**config.mk**
```make
export PLATFORM = sky130hd
export DESIGN_NAME = rle_encoder
export DESIGN_NICKNAME = d
export VERILOG_FILES = /design/src/rtl/rle_encoder.sv
export SDC_FILE = /design/constraint.sdc
export NUM_CORES = 1
export LEC_CHECK = 0
export ABC_AREA = 1
export BUFFER_PORTS_ARGS = -buffer_cell sky130_fd_sc_hd__buf_2
export CORE_AREA = 5 5 61 63
export DETAILED_ROUTE_END_ITERATION = 10
export DIE_AREA = 0 0 66 68
export PLACE_DENSITY = 0.81
export SETUP_SLACK_MARGIN = 0.15
export SLEW_MARGIN = 20
export SYNTH_ARGS = -nofsm -noshare
export SYNTH_HDL_FRONTEND = slang
export SYNTH_SLANG_ARGS = --single-unit
```
**constraint.sdc**
```tcl
create_clock -name clk -period 3.96 [get_ports clk]
set_input_delay 0.198 -clock clk [delete_from_list [all_inputs] [get_ports clk]]
set_output_delay 0.198 -clock clk [all_outputs]
set_load 0.01 [all_outputs]
```
**src/rtl/rle_encoder.sv**
```systemverilog
// rle_encoder: quantises a stream of signed DCT coefficients and emits (run, level, eob) symbols.
//
// Ports
//   clk        rising-edge clock
//   rst        asynchronous active-high reset
//   in_valid   in_coef is valid
//   in_ready   coefficient accepted on the edge when in_valid && in_ready
//   in_coef    signed coefficient, block order, index 0 first
//   out_valid  symbol is valid
//   out_ready  downstream accepts the symbol when out_valid && out_ready
//   out_run    zero-quantised coefficients preceding this symbol in the block
//   out_level  signed quantised level
//   out_eob    symbol is the last of its block
//   sym_count  (RLE_STATS_EN only) saturating 16-bit count of output transfers
//
// Optional feature: define RLE_STATS_EN to add the sym_count output.
module rle_encoder #(
    parameter int COEF_W    = 19,
    parameter int BLOCK_LEN = 8,
    parameter int QSHIFT    = 4,
    parameter int RUN_W     = 3
) (
    input  logic                     clk,
    input  logic                     rst,
    input  logic                     in_valid,
    output logic                     in_ready,
    input  logic [COEF_W-1:0]        in_coef,
    output logic                     out_valid,
    input  logic                     out_ready,
    output logic [RUN_W-1:0]         out_run,
    output logic [COEF_W-QSHIFT-1:0] out_level,
`ifdef RLE_STATS_EN
    output logic                     out_eob,
    output logic [15:0]              sym_count
`else
    output logic                     out_eob
`endif
);

    typedef enum logic {S_START, S_MID} state_t;

    localparam logic [RUN_W-1:0]         LAST_POS = RUN_W'(BLOCK_LEN - 1);
    localparam logic signed [COEF_W-1:0] BIAS     = COEF_W'((1 << QSHIFT) - 1);

    state_t                    state_q, state_d;
    logic [RUN_W-1:0]          pos_q, pos_d;
    logic [RUN_W-1:0]          run_q, run_d;
    logic                      out_valid_q, out_valid_d;
    logic [RUN_W-1:0]          out_run_q, out_run_d;
    logic [COEF_W-QSHIFT-1:0]  out_level_q, out_level_d;
    logic                      out_eob_q, out_eob_d;
    logic signed [COEF_W-1:0]  sum;
    logic signed [COEF_W-1:0]  q_full;
    logic                      last, xfer_in, emit;

    always_comb begin
        // Negative values get a bias of 2^QSHIFT-1 so the arithmetic shift truncates toward zero.
        sum         = in_coef[COEF_W-1] ? $signed(in_coef) + BIAS : $signed(in_coef);
        q_full      = sum >>> QSHIFT;
        last        = pos_q == LAST_POS;
        in_ready    = !out_valid_q || out_ready;
        xfer_in     = in_valid && in_ready;
        // The output register is free whenever a coefficient is accepted, so a symbol never waits.
        emit        = xfer_in && (q_full != '0 || last);
        state_d     = state_q;
        if (xfer_in)
            state_d = last ? S_START : S_MID;
        pos_d       = xfer_in ? (last ? '0 : pos_q + 1'b1) : pos_q;
        run_d       = xfer_in ? (emit ? '0 : run_q + 1'b1) : run_q;
        out_valid_d = emit || (out_valid_q && !out_ready);
        out_run_d   = emit ? run_q : out_run_q;
        out_level_d = emit ? q_full[COEF_W-QSHIFT-1:0] : out_level_q;
        out_eob_d   = emit ? last : out_eob_q;
    end

    always_ff @(posedge clk or posedge rst) begin
        if (rst) begin
            state_q     <= S_START;
            pos_q       <= '0;
            run_q       <= '0;
            out_valid_q <= 1'b0;
            out_run_q   <= '0;
            out_level_q <= '0;
            out_eob_q   <= 1'b0;
        end else begin
            state_q     <= state_d;
            pos_q       <= pos_d;
            run_q       <= run_d;
            out_valid_q <= out_valid_d;
            out_run_q   <= out_run_d;
            out_level_q <= out_level_d;
            out_eob_q   <= out_eob_d;
        end
    end

    assign out_valid = out_valid_q;
    assign out_run   = out_run_q;
    assign out_level = out_level_q;
    assign out_eob   = out_eob_q;

`ifdef RLE_STATS_EN
    logic [15:0] sym_count_q, sym_count_d;

    always_comb begin
        sym_count_d = (out_valid_q && out_ready && sym_count_q != 16'hFFFF) ? sym_count_q + 16'd1 : sym_count_q;
    end

    always_ff @(posedge clk or posedge rst) begin
        if (rst)
            sym_count_q <= '0;
        else
            sym_count_q <= sym_count_d;
    end

    assign sym_count = sym_count_q;
`endif

endmodule

```
==> results.md, run 1 <==
- The flow ran to the end, and the final reports show no timing, DRC or antenna violations.
- The floorplan die width is 66 um.
- OpenSTA, run right after detailed placement, puts the worst setup slack at 1.75 ns.
- In this run the power density over the cells is 348 nW/um2.
- Across every metal layer, demand over resource in global routing totals 0.170.
- The post-synthesis register bit count is 26.
- Dividing the final minimum period by the clock period gives 0.558.
- The mean cell area of the mapped netlist is 6.65 um2.
- The core region is 3180 um2.
- The cell count after synthesis came out at 246.
- Adding up every negative setup slack in the final design gives 0 ns.
- Entering global routing, the biggest net connects 29 pins.
- The count of pins over their slew limit is 0.
- The number of hold violations in the final report is 0.
- The count of TritonRoute iterations in the first routing pass is 6.
- The post-cts hold buffer count is 0.
- Between clock sinks in the finished design, the worst skew comes to 0.0136 ns.
- In the final layout, the share of cells above drive strength 1 is 0.210.
- In the routed layout, each cell is associated on average with a via count of 4.80.
- The total die area is 4490 um2.
- The routed wire length is 3.59 mm.
- The sequential cells in the finished layout cover a total of 651 um2.
- The instance count after placement with tap cells included is 328.
- The floorplan has 21 rows.
- In this run the post-CTS setup repair buffer count came out at 0.
- For the worst setup path, the data arrival time is 2.47 ns.
- The detailed router placed 1594 vias in this run.
- In the synthesized netlist the dominant register cell turns out to be dfrtp_1.
- The minimum period implied by the final worst setup slack is 2.21 ns.
- Setup violations remaining at the end of the flow were counted as 0.
- The worst pin sits at a relative slew slack of 0.384.
- Summing all multi-input logic gate instances after layout gives 816 um2.
- The total power is 0.000667 W.
- The leading cell type by number of instances after synthesis is nand2_1.
- For this run, the number of Yosys warnings is 0.
- Timing would allow up to 0.453 GHz.
- For this run, the post-layout net count is 313.
- Setup repair after global routing left no endpoint under its margin.
- The setup path with the least slack is of type register to register.
- The number of placed I/O pins is 44.
- The post-synthesis instance area is 1640 um2.
- The portion of the post-synthesis area used by sequential elements is 0.398.
- By area the synthesized netlist is led by dfrtp_1, nand2_1, nand3_1, inv_1, nor2_1.
- For the worst setup path, the data required time is 4.22 ns.
- The highest ir drop seen on vdd is 189 uV.
- The initial antenna violation count is 0.
- The number of levels in the clock H-tree is 1.
- The number of synthesized flops with an enable pin is 0.
- Of the post-synthesis cell area, the dominant cell type holds 0.398.
- The non-filler instance count after layout is 332.
- In the synthesized netlist the async set-or-reset flop fraction comes to 1.00.
- The number of clock sinks seen by CTS is 26.
- The synthesized netlist contains 24 unique library cells.
- The post-cts gate resize count is 0.
- The number of antenna diodes in the final layout is 0.
- The clock reaches the later pin of the worst-skew pair after 0.33 ns.
- The analysis attributes to cell leakage a power of 1.14 nW.
- Summed over all instances, the cell type with the most area after synthesis is dfrtp_1.
- The first global-routing pass estimated 5.91 mm of wire.
- The count of maximum capacitance violations is 0.
- The detail route stage leaves a number of antenna-violating nets equal to 0.
- In this run, the number of DRC markers left after iteration 0 of detailed routing was 89.
- The initial utilization of the core area, before any placement, comes to 0.514.
- Clock tree synthesis inserted a total of 3 buffers.
- The fill cell instance count of the final layout is 304.
- After detailed routing, the average wire length per cell comes to 10.8 um.
- After clock tree synthesis, the clock-pin slew on the worst setup and hold paths is 0.15 ns.
- In the routed design, unresolved DRC markers number 0.
- The overflow left after global routing is 0.
- From bottom edge to top edge, the die measures 68 um.
- The cell chosen for the clock root is clkbuf_4.
- The clock passes through at most 2 buffers.
- During placement, the flow inserted port buffers numbering 43.
- The core occupancy in the finished layout is 0.603.
- In the post-route analysis, the smallest setup slack over all paths is 1.75 ns.
- The global placer's final weighted congestion is 0.888.
- STA classifies the critical path endpoint as a register.
- At the pin with the least slew margin, the transition time is 0.922 ns.
- STA classifies the critical path startpoint as a register.
- By count the netlist is led by nand2_1, nand3_1, inv_1, dfrtp_1, nor2_1.
- Of all nets on the critical path, the largest fanout is 21.
- The net count of the mapped netlist is 272.
- The worst hold-check path type is input port to asynchronous set/reset pin.
- Relative to the synthesized area, the layout overhead comes to 17.1%.
- The via count of the first global-routing pass is 1425.
- The detailed placement HPWL is 2.86 mm.
- TritonCTS built the clock tree.
==> layout make-up <==
class	count	share of cell area
flip-flops and latches	26	0.340
clock inverters	1	0.0157
multi-input cells	180	0.426
inverters	33	0.0647
well taps	46	0.0300
repair buffers	43	0.112
clock buffers	3	0.0118
==> sequential cells by signal (all words and copies together) (netlist names) <==
name and flops:
run_q 3, out_level 15, out_valid 1, out_eob 1, out_run 3, pos_q 3
==> cells by family (layout without fill, tap and decap cells) <==
group           Yosys count  count (layout)  synth area share
fa+ha+maj                 3               3            0.0230
buf+inv                  40              80             0.103
compound gates            8               8            0.0283
xor+xnor                  2               2            0.0107
flops                    26              26             0.398
simple gates            167             167             0.437
==> layer usage <==
metal / wire length (um) / vias to the layer above / part of all wire / global-route usage
met5: 0 / - / 0 / 0
met4: 70 / 0 / 0.019 / 0.0660
met3: 204 / 7 / 0.057 / 0.0197
met2: 1710 / 52 / 0.48 / 0.288
met1: 1610 / 701 / 0.45 / 0.222
li1: - / 834 / - / -
==> cells in the final DEF (no fill, tap or decap), types with 2 or more instances in the layout <==
cell      synthesis  layout
clkbuf_4          0       3
nor2_2            6       6
nand2_1         103     103
nand2_2           3       3
nand4_1           5       5
ha_1              3       3
inv_2             2       2
a21oi_1           2       2
o21ai_0           2       2
inv_1            30      30
buf_2             3      43
dfrtp_1          26      26
o21ai_1           2       2
nor2_1           16      16
nand3_1          31      31
==> final timing paths <==
path	startpoint	cells past startpoint	end	slack (ns)
setup reg to reg	pos_q[0]	11	out_level[8]	1.75
min in group clk	out_ready	4	out_valid	0.12
setup / recovery	pos_q[0]	11	out_level[8]	1.75
hold / removal	rst	2	out_eob	0.05
hold reg to reg	out_run[2]	2	out_run[2]	0.48
max in group asynchronous	rst	2	out_level[9]	3.35
==> where the power goes <==
| part | total, W | internal, W | leakage, nW | switching, W |
|---|---|---|---|---|
| clock | 0.000181 | 0.000102 | 0.0279 | 0.0000788 |
| sequential | 0.000324 | 0.000303 | 0.329 | 0.0000206 |
| combinational | 0.000162 | 0.0000631 | 0.784 | 0.0000993 |
| total | 0.000667 | 0.000469 | 1.14 | 0.000199 |
==> worst max-delay path, cell delays in order (launching register included) <==
cell and delay (ns):
dfrtp_1 0.43, ha_1 0.21, ha_1 0.22, a21oi_1 0.12
nand2_1 0.06, nor2_1 0.08, nand2_1 0.09, nor2_4 0.13
nand2_2 0.25, nand2_2 0.37, nand2_1 0.10, nand2_1 0.08
==> per-stage QoR <==
step	hold slack, ns	area [um2]
6_report	0.0451	1920
4_1_cts	0.0916	1920
3_3_place_gp	0.445	1860
5_1_grt	0.126	1920
2_1_floorplan	0.238	1640
3_5_place_dp	0.445	1860
No activity file was read; power rests on OpenSTA's default activity.
==> run 2, diff against run 1 <==
- CORE_AREA: 5 5 61 63 -> 5 5 65 67
- DIE_AREA: 0 0 66 68 -> 0 0 70 72
- PLACE_DENSITY: 0.81 -> 0.74
- clock period: 3.96 -> 1.8 ns (I/O delays scaled with it)
==> results.md, run 2 (synthesized netlist as in run 1, its figures left out) <==
- At the pin with the least slew margin, the transition time is 0.326 ns.
- The initial standard-cell utilization of the core is 0.457.
- The instance count after placement with tap cells included is 339.
- The count of TritonRoute iterations in the first routing pass is 4.
- The internal power summed over all cells is 0.000946 W.
- In this run, CTS created clock tree buffers numbering 3.
- The core occupancy in the finished layout is 0.584.
- The standby leakage power is 1.24 nW.
- The flow ran to the end, and the final reports show no timing, DRC or antenna violations.
- The most numerous cell on the critical path is nand2_1.
- For this run, the post-layout net count is 328.
- The data required time at the worst endpoint is 2.02 ns.
- The number of flip-flops in the largest register is 15.
- Summing over every cut layer, the via total after detailed routing is 1663.
- The clock tree buffer depth is 2.
- The final number of setup-violating endpoints is 0.
- 0 antenna diodes ended up in the layout.
- For this run, the slowest stage of the critical path takes 0.42 ns.
- Clock-pin slew was measured on the worst setup and hold paths at 0.13 ns.
- The number of vias per cell is 4.78.
- The tool flagged a number of max-cap violations equal to 0.
- The routed wire length is 3.85 mm.
- The worst setup path is captured at a register.
- In the layout the commonest cells are nand2_1, buf_2, nand3_1.
- The areal power density over the cells is 667 nW/um2.
- Detailed placement ended at an HPWL of 3.09 mm.
- Timing analysis after detailed placement gives a worst setup slack of 0.0295 ns.
- Setup repair after global routing could not meet its margin everywhere.
- The number of buffers added on ports is 43.
- The post-layout worst setup margin is 0.120 ns.
- In the final layout, the share of cells above drive strength 1 is 0.253.
- VDD sags by at most 267 uV.
- The initial antenna violation count is 0.
- The die is 72 um tall.
- CTS built an H-tree with a depth of 1.
- The net switching fraction of the power is 0.321.
- The category of the most critical setup path is register to register.
- The worst path buffer plus inverter count is 1.
- The region available for standard cell placement spans 3580 um2.
- The average detailed-routed wire length per instance is 11.0 um.
- The area added between synthesis and finish is 27.8%.
- The floorplan has 22 rows.
- The total die area is 5040 um2.
- Traced cell by cell, the critical path runs through ha_2, ha_4, a21oi_2, nand2_1, nor2_1, nand2_1, nor2_4, nand2_4, buf_4, nand3_1, nand2_1.
- The via count of the first global-routing pass is 1589.
- CTS placed an instance of clkbuf_4 at the clock tree root.
- Of the total power, combinational logic draws 0.317.
- In this run the count of I/O pins placed on the die edge is 44.
- In this run the power spent charging and discharging nets is 0.000448 W.
- At the worst endpoint, the arrival time is 1.90 ns.
- The worst hold-check path type is input port to register.
- The number of DRC markers after the initial detailed-route iteration is 62.
- In the routed design, unresolved DRC markers number 0.
- Leaving out fill and tap cells, the most frequent cell in the layout is nand2_1.
- In this run the remaining antenna-violating nets after routing total 0.
- The startpoint type of the worst setup path is a register.
- The clock latency of the later-clocked register in the worst-skew pair is 0.31 ns.
- The count of pins over their slew limit was 0.
- The number of clock sinks seen by CTS is 26.
- Among all stages on the critical path, the largest delay is contributed by dfrtp_1.
- Of the available clock period, the critical path in the final layout requires 0.933.
- Of the total power, the clock network draws 0.169.
- The global-route total usage across every layer is 0.161.
- The number of hold violations in the final report came to 0.
- TritonCTS built the clock tree.
- The fill cell instance count of the final layout is 356.
- After layout, the design draws a total of 0.00139 W.
- Timing would allow up to 0.595 GHz.
- The worst setup skew after layout is 0.00202 ns.
- Entering global routing, the biggest net connects 27 pins.
- Of the total power, registers draw 0.514.
- The first-pass GRT wire length is 6.71 mm.
- The minimum period implied by the final worst setup slack is 1.68 ns.
- For this run the aggregate overflow at the end of global routing stands at 0.
- The largest fanout on the critical path is 4.
- The global placer's final weighted congestion is 0.893.
- The category of cells accounting for the largest share of critical-path delay is simple AND/OR/NAND/NOR gates.
- The headroom to the max-slew limit is 0.783.
- The floorplan die width is 70 um.
- The non-filler instance count after layout is 348.
[run 2: cell count changes in the layout (fill, tap and decap cells not counted), moves of 2 or more]
cell | before | now
nand2_4 | 0 | 2
ha_1 | 3 | 1
buf_12 | 0 | 3
nand2_2 | 3 | 1
buf_4 | 0 | 10
[run 2: worst min-delay path, delay by kind of cell]
family,cells,cell delay (ns)
and+or+nand+nor,2,0.15
buffers and inverters,2,0.10
[run 2: timing repair]
item / in CTS / in global routing
resized for setup: 6 / 1
setup buffers: 2 / 2
setup endpoints to repair: 21 / 23
cloned: 1 / 0
hold endpoints to repair: 26 / 0
pin swaps: 1 / 1
hold buffers: 1 / 0
[run 2: path summary, 6_finish.rpt]
path,from,slack (ns),cells past startpoint,endpoint
max reg2reg,pos_q[1],0.12,11,out_level[12]
min in group asynchronous,rst,0.36,4,out_level[8]
max in group asynchronous,rst,1.19,4,out_level[10]
max,pos_q[1],0.12,11,out_level[12]
min reg2reg,out_level[11],0.48,2,out_level[11]
min,out_ready,0.06,4,out_valid
[run 2: through the flow]
| stage | TNS [ns] | hold WS (ns) | area [um2] |
|---|---|---|---|
| floorplan | 0 | 0.130 | 1640 |
| global placement | 0 | 0.156 | 1970 |
| detailed placement | 0 | 0.165 | 1970 |
| CTS | 0 | 0.0525 | 2060 |
| global route | -0.486 | 0.0733 | 2090 |
| finish | 0 | 0.0596 | 2090 |
[run 2: power groups by stage]
stage | Sequential, W | Clock (W) | Combinational, W
6_report | 0.000716 | 0.000235 | 0.000442
5_1_grt | 0.000729 | 0.000266 | 0.000507
4_1_cts | 0.000713 | 0.000245 | 0.000421
3_5_place_dp | 0.000725 | 0 | 0.000399
3_3_place_gp | 0.000723 | 0 | 0.000391
2_1_floorplan | 0.000747 | 0 | 0.000206
[run 2: routing by layer]
metal	wire length, um	track usage	vias to the layer above
met2	1850	0.292	37
met5	0	0	-
met4	28	0.0574	0
met1	1780	0.199	751
met3	187	0.0166	4
li1	-	-	871
[run 2: final cells by class]
class	instances	area [um2]	area share
well taps	48	60.1	0.0287
flip-flops and latches	26	651	0.311
multi-input cells	180	845	0.404
clock buffers	3	22.5	0.0108
repair buffers	58	388	0.186
inverters	33	124	0.0593
==> run 3, diff against run 2 <==
--- a/config.mk
+++ b/config.mk
@@ -11,4 +11,5 @@
 export DETAILED_ROUTE_END_ITERATION = 10
 export DIE_AREA = 0 0 70 72
+export GPL_TIMING_DRIVEN = 0
 export PLACE_DENSITY = 0.74
 export SETUP_SLACK_MARGIN = 0.15
==> constraint.sdc (replaced) <==
create_clock -name clk -period 1.8 [get_ports clk]
set_input_delay 0.36 -clock clk [delete_from_list [all_inputs] [get_ports clk]]
set_output_delay 0.36 -clock clk [all_outputs]
set_load 0.01 [all_outputs]
==> results.md, run 3 (synthesized netlist as in run 1, its figures left out) <==
- The run finished with clean final reports.
- The number of clock buffers added by TritonCTS is 3.
- For this block, the routed nets add up to 3.89 mm of wire.
- The number of DRC markers after the initial detailed-route iteration is 114.
- The post-route clock period utilization is 0.932.
- The floorplan step set the die height to 72 um.
- The number of flip-flops in the largest register is 15.
- TritonCTS built the clock tree.
- The number of placed I/O pins is 44.
- The critical path in this run is classified as register to register.
- For the pin with the worst max-slew slack, the measured transition is 0.935 ns.
- The number of antenna diodes in the final layout is 0.
- The via count of the first global-routing pass is 1552.
- Global routing finished with a remaining overflow of 0.
- The via count is 1651.
- Entering global routing, the biggest net connects 27 pins.
- The startpoint type of the worst setup path is a register.
- The library cell contributing the largest single delay on the critical path is dfrtp_1.
- For this run, the number of standard cells in the final layout without fillers is 346.
- The average detailed-routed wire length per instance is 11.2 um.
- Of the cells placed in the final design, the portion with a size suffix greater than 1 is 0.309.
- After detailed routing, no signal wire sits above met4.
- The final number of setup-violating endpoints is 0.
- Of the total power, the clock network draws 0.162.
- The number of placed instances, taps included, is 336.
- Across the routed clock network, the largest skew measured is 0.00256 ns.
- Clock latency on the worst-skew pair, taken at its later pin, is 0.31 ns.
- The net count of the finished layout is 326.
- The number of levels in the clock H-tree is 1.
- The initial antenna violation count is 0.
- The combinational share of power is 0.334.
- From synthesis to final layout, the design area changed by 28.1%.
- After layout, the minimum clock period comes to 1.68 ns.
- The number of clock sinks seen by CTS is 26.
- The first global-routing pass estimated 6.47 mm of wire.
- The count of TritonRoute iterations in the first routing pass is 4.
- The count of maximum capacitance violations is 0.
- Leaving out fill and tap cells, the most frequent cells in the layout are nand2_1, buf_2, inv_1.
- The post-cts hold buffer count is 0.
- The count of pins over their slew limit came to 0.
- STA classifies the critical path endpoint as a register.
- The worst register-to-register path begins at pos_q[1].
- Clock tree synthesis selected as its root buffer the cell clkbuf_4.
- The die covers 5040 um2.
- In the final routing, the length of wire on met1 measures 1.74 mm.
- Walking the worst path, the cells encountered are ha_2, ha_4, a21oi_2, nand2_1, nor2_1, nand2_1, nor2_4, nand2_4, nand2_4, buf_6, nand2_1, nand2_1.
- The initial standard-cell utilization of the core is 0.457.
- Once detail routing completed, the nets flagged for antenna violations numbered 0.
- The share of total power dissipated in sequential elements is 0.504.
- The placeable core area is 3580 um2.
- Measured along the x axis, the die boundary spans 70 um.
- The headroom to the max-slew limit is 0.376.
- The residual DRC count is 0.
- In this run the deepest clock path goes through 2 buffers.
- The standby leakage power is 1.21 nW.
- Once layout is complete, the utilization of the core stands at 0.585.
- The internal power summed over all cells is 0.000966 W.
- For the worst setup path, the data arrival time is 1.93 ns.
- Detailed routing placed a total of 1.90 mm of wire on met2.
- Dividing total power by cell area gives a power density of 683 nW/um2.
- The HPWL after detailed placement is 2.98 mm.
- The worst hold-check path type is input port to asynchronous set/reset pin.
- In this run the power spent charging and discharging nets is 0.000465 W.
- The data required time at the worst endpoint is 2.06 ns.
- The stage delay of the slowest cell on the critical path is 0.41 ns.
- The global-route total usage across every layer is 0.154.
- The number of vias per cell is 4.77.
- The floorplan has 22 rows.
- The highest ir drop seen on vdd is 204 uV.
- The launching instance or port of the critical path is pos_q[1].
- Of the total power, the share spent switching nets is 0.325.
- The most numerous cell on the critical path is nand2_1.
- The number of buffers added on ports is 42.
- In this run the worst path has a maximum fanout of 5.
- After detailed routing, the met3 layer carries 207 um of wire.
- The global placer's final weighted congestion is 0.811.
- The most common cell after layout, fill and taps aside is nand2_1.
- Clock-pin slew was measured on the worst setup and hold paths at 0.13 ns.
- Setup repair after global routing could not meet its margin everywhere.
- The highest clock rate is 0.596 GHz.
- The number of hold violations in the final report is 0.
==> run 3: changes by cell type in the layout (fill, tap and decap cells not counted), moves of 2 or more <==
| cell | delta |
|---|---|
| nor2_1 | -2 |
| buf_6 | +6 |
| nand3_2 | +2 |
| nor2_4 | +2 |
| nand3_1 | -2 |
| nand2_2 | +13 |
| nand2_1 | -13 |
| buf_12 | -3 |
| buf_4 | -4 |
==> run 3: per-layer routing <==
metal  vias up  GRT usage
met5         -          0
met4         0     0.0447
met3         6     0.0152
met2        37      0.285
met1       742      0.189
li1        866          -
==> run 3: layout make-up <==
type / instances / area (um2)
fill: 364 / 1480
multi-input combinational: 180 / 902
sequential: 26 / 651
timing repair buffer: 49 / 270
inverter: 33 / 128
buffer: 7 / 61.3
tap: 48 / 60.1
clock buffer: 3 / 22.5
==> run 3: what timing repair did <==
action / 4_1_cts / 5_1_grt
pin swaps: 2 / 0
gates cloned: 2 / 0
endpoints found under the hold margin: 0 / 0
endpoints found under the setup margin: 21 / 25
gates resized for setup: 16 / 20
buffers inserted: 4 / 1
==> run 3: worst paths after layout <==
path                                end  slack (ns)  cells after the start
max in group asynchronous  out_level[9]        1.00                      2
max                        out_level[8]        0.12                     12
min in group clk              out_valid        0.33                      4
max reg2reg                out_level[8]        0.12                     12
min                        out_level[3]        0.24                      2
min reg2reg                  out_run[1]        0.48                      2
==> run 3: metrics by stage <==
stage	area, um2	TNS, ns	setup WS, ns	total power [W]	hold slack [ns]
finish	2090	0	0.123	0.00143	0.236
floorplan	1640	0	0.145	0.000953	0.400
CTS	2030	0	0.121	0.00140	0.270
global route	2090	0	0.0230	0.00153	0.332
detailed placement	1910	-4.20	-0.218	0.00110	0.453
global placement	1910	-3.55	-0.193	0.00108	0.451
==> run 3: power by group through the flow <==
stage	Sequential (W)	Combinational [W]	Clock, W
final	0.000721	0.000477	0.000232
after global routing	0.000734	0.000540	0.000255
after CTS	0.000717	0.000447	0.000235
after detailed placement	0.000723	0.000379	0
after global placement	0.000719	0.000366	0
after floorplan	0.000747	0.000207	0
==> run 3: critical path, delay by kind of cell, from the launching register on <==
family	cells	cell delay, ns
flip-flops	1	0.41
buffers and inverters	1	0.13
AO/OA/AOI/OAI	1	0.09
AND/OR/NAND/NOR	8	0.61
adder cells (fa/ha/maj)	2	0.37
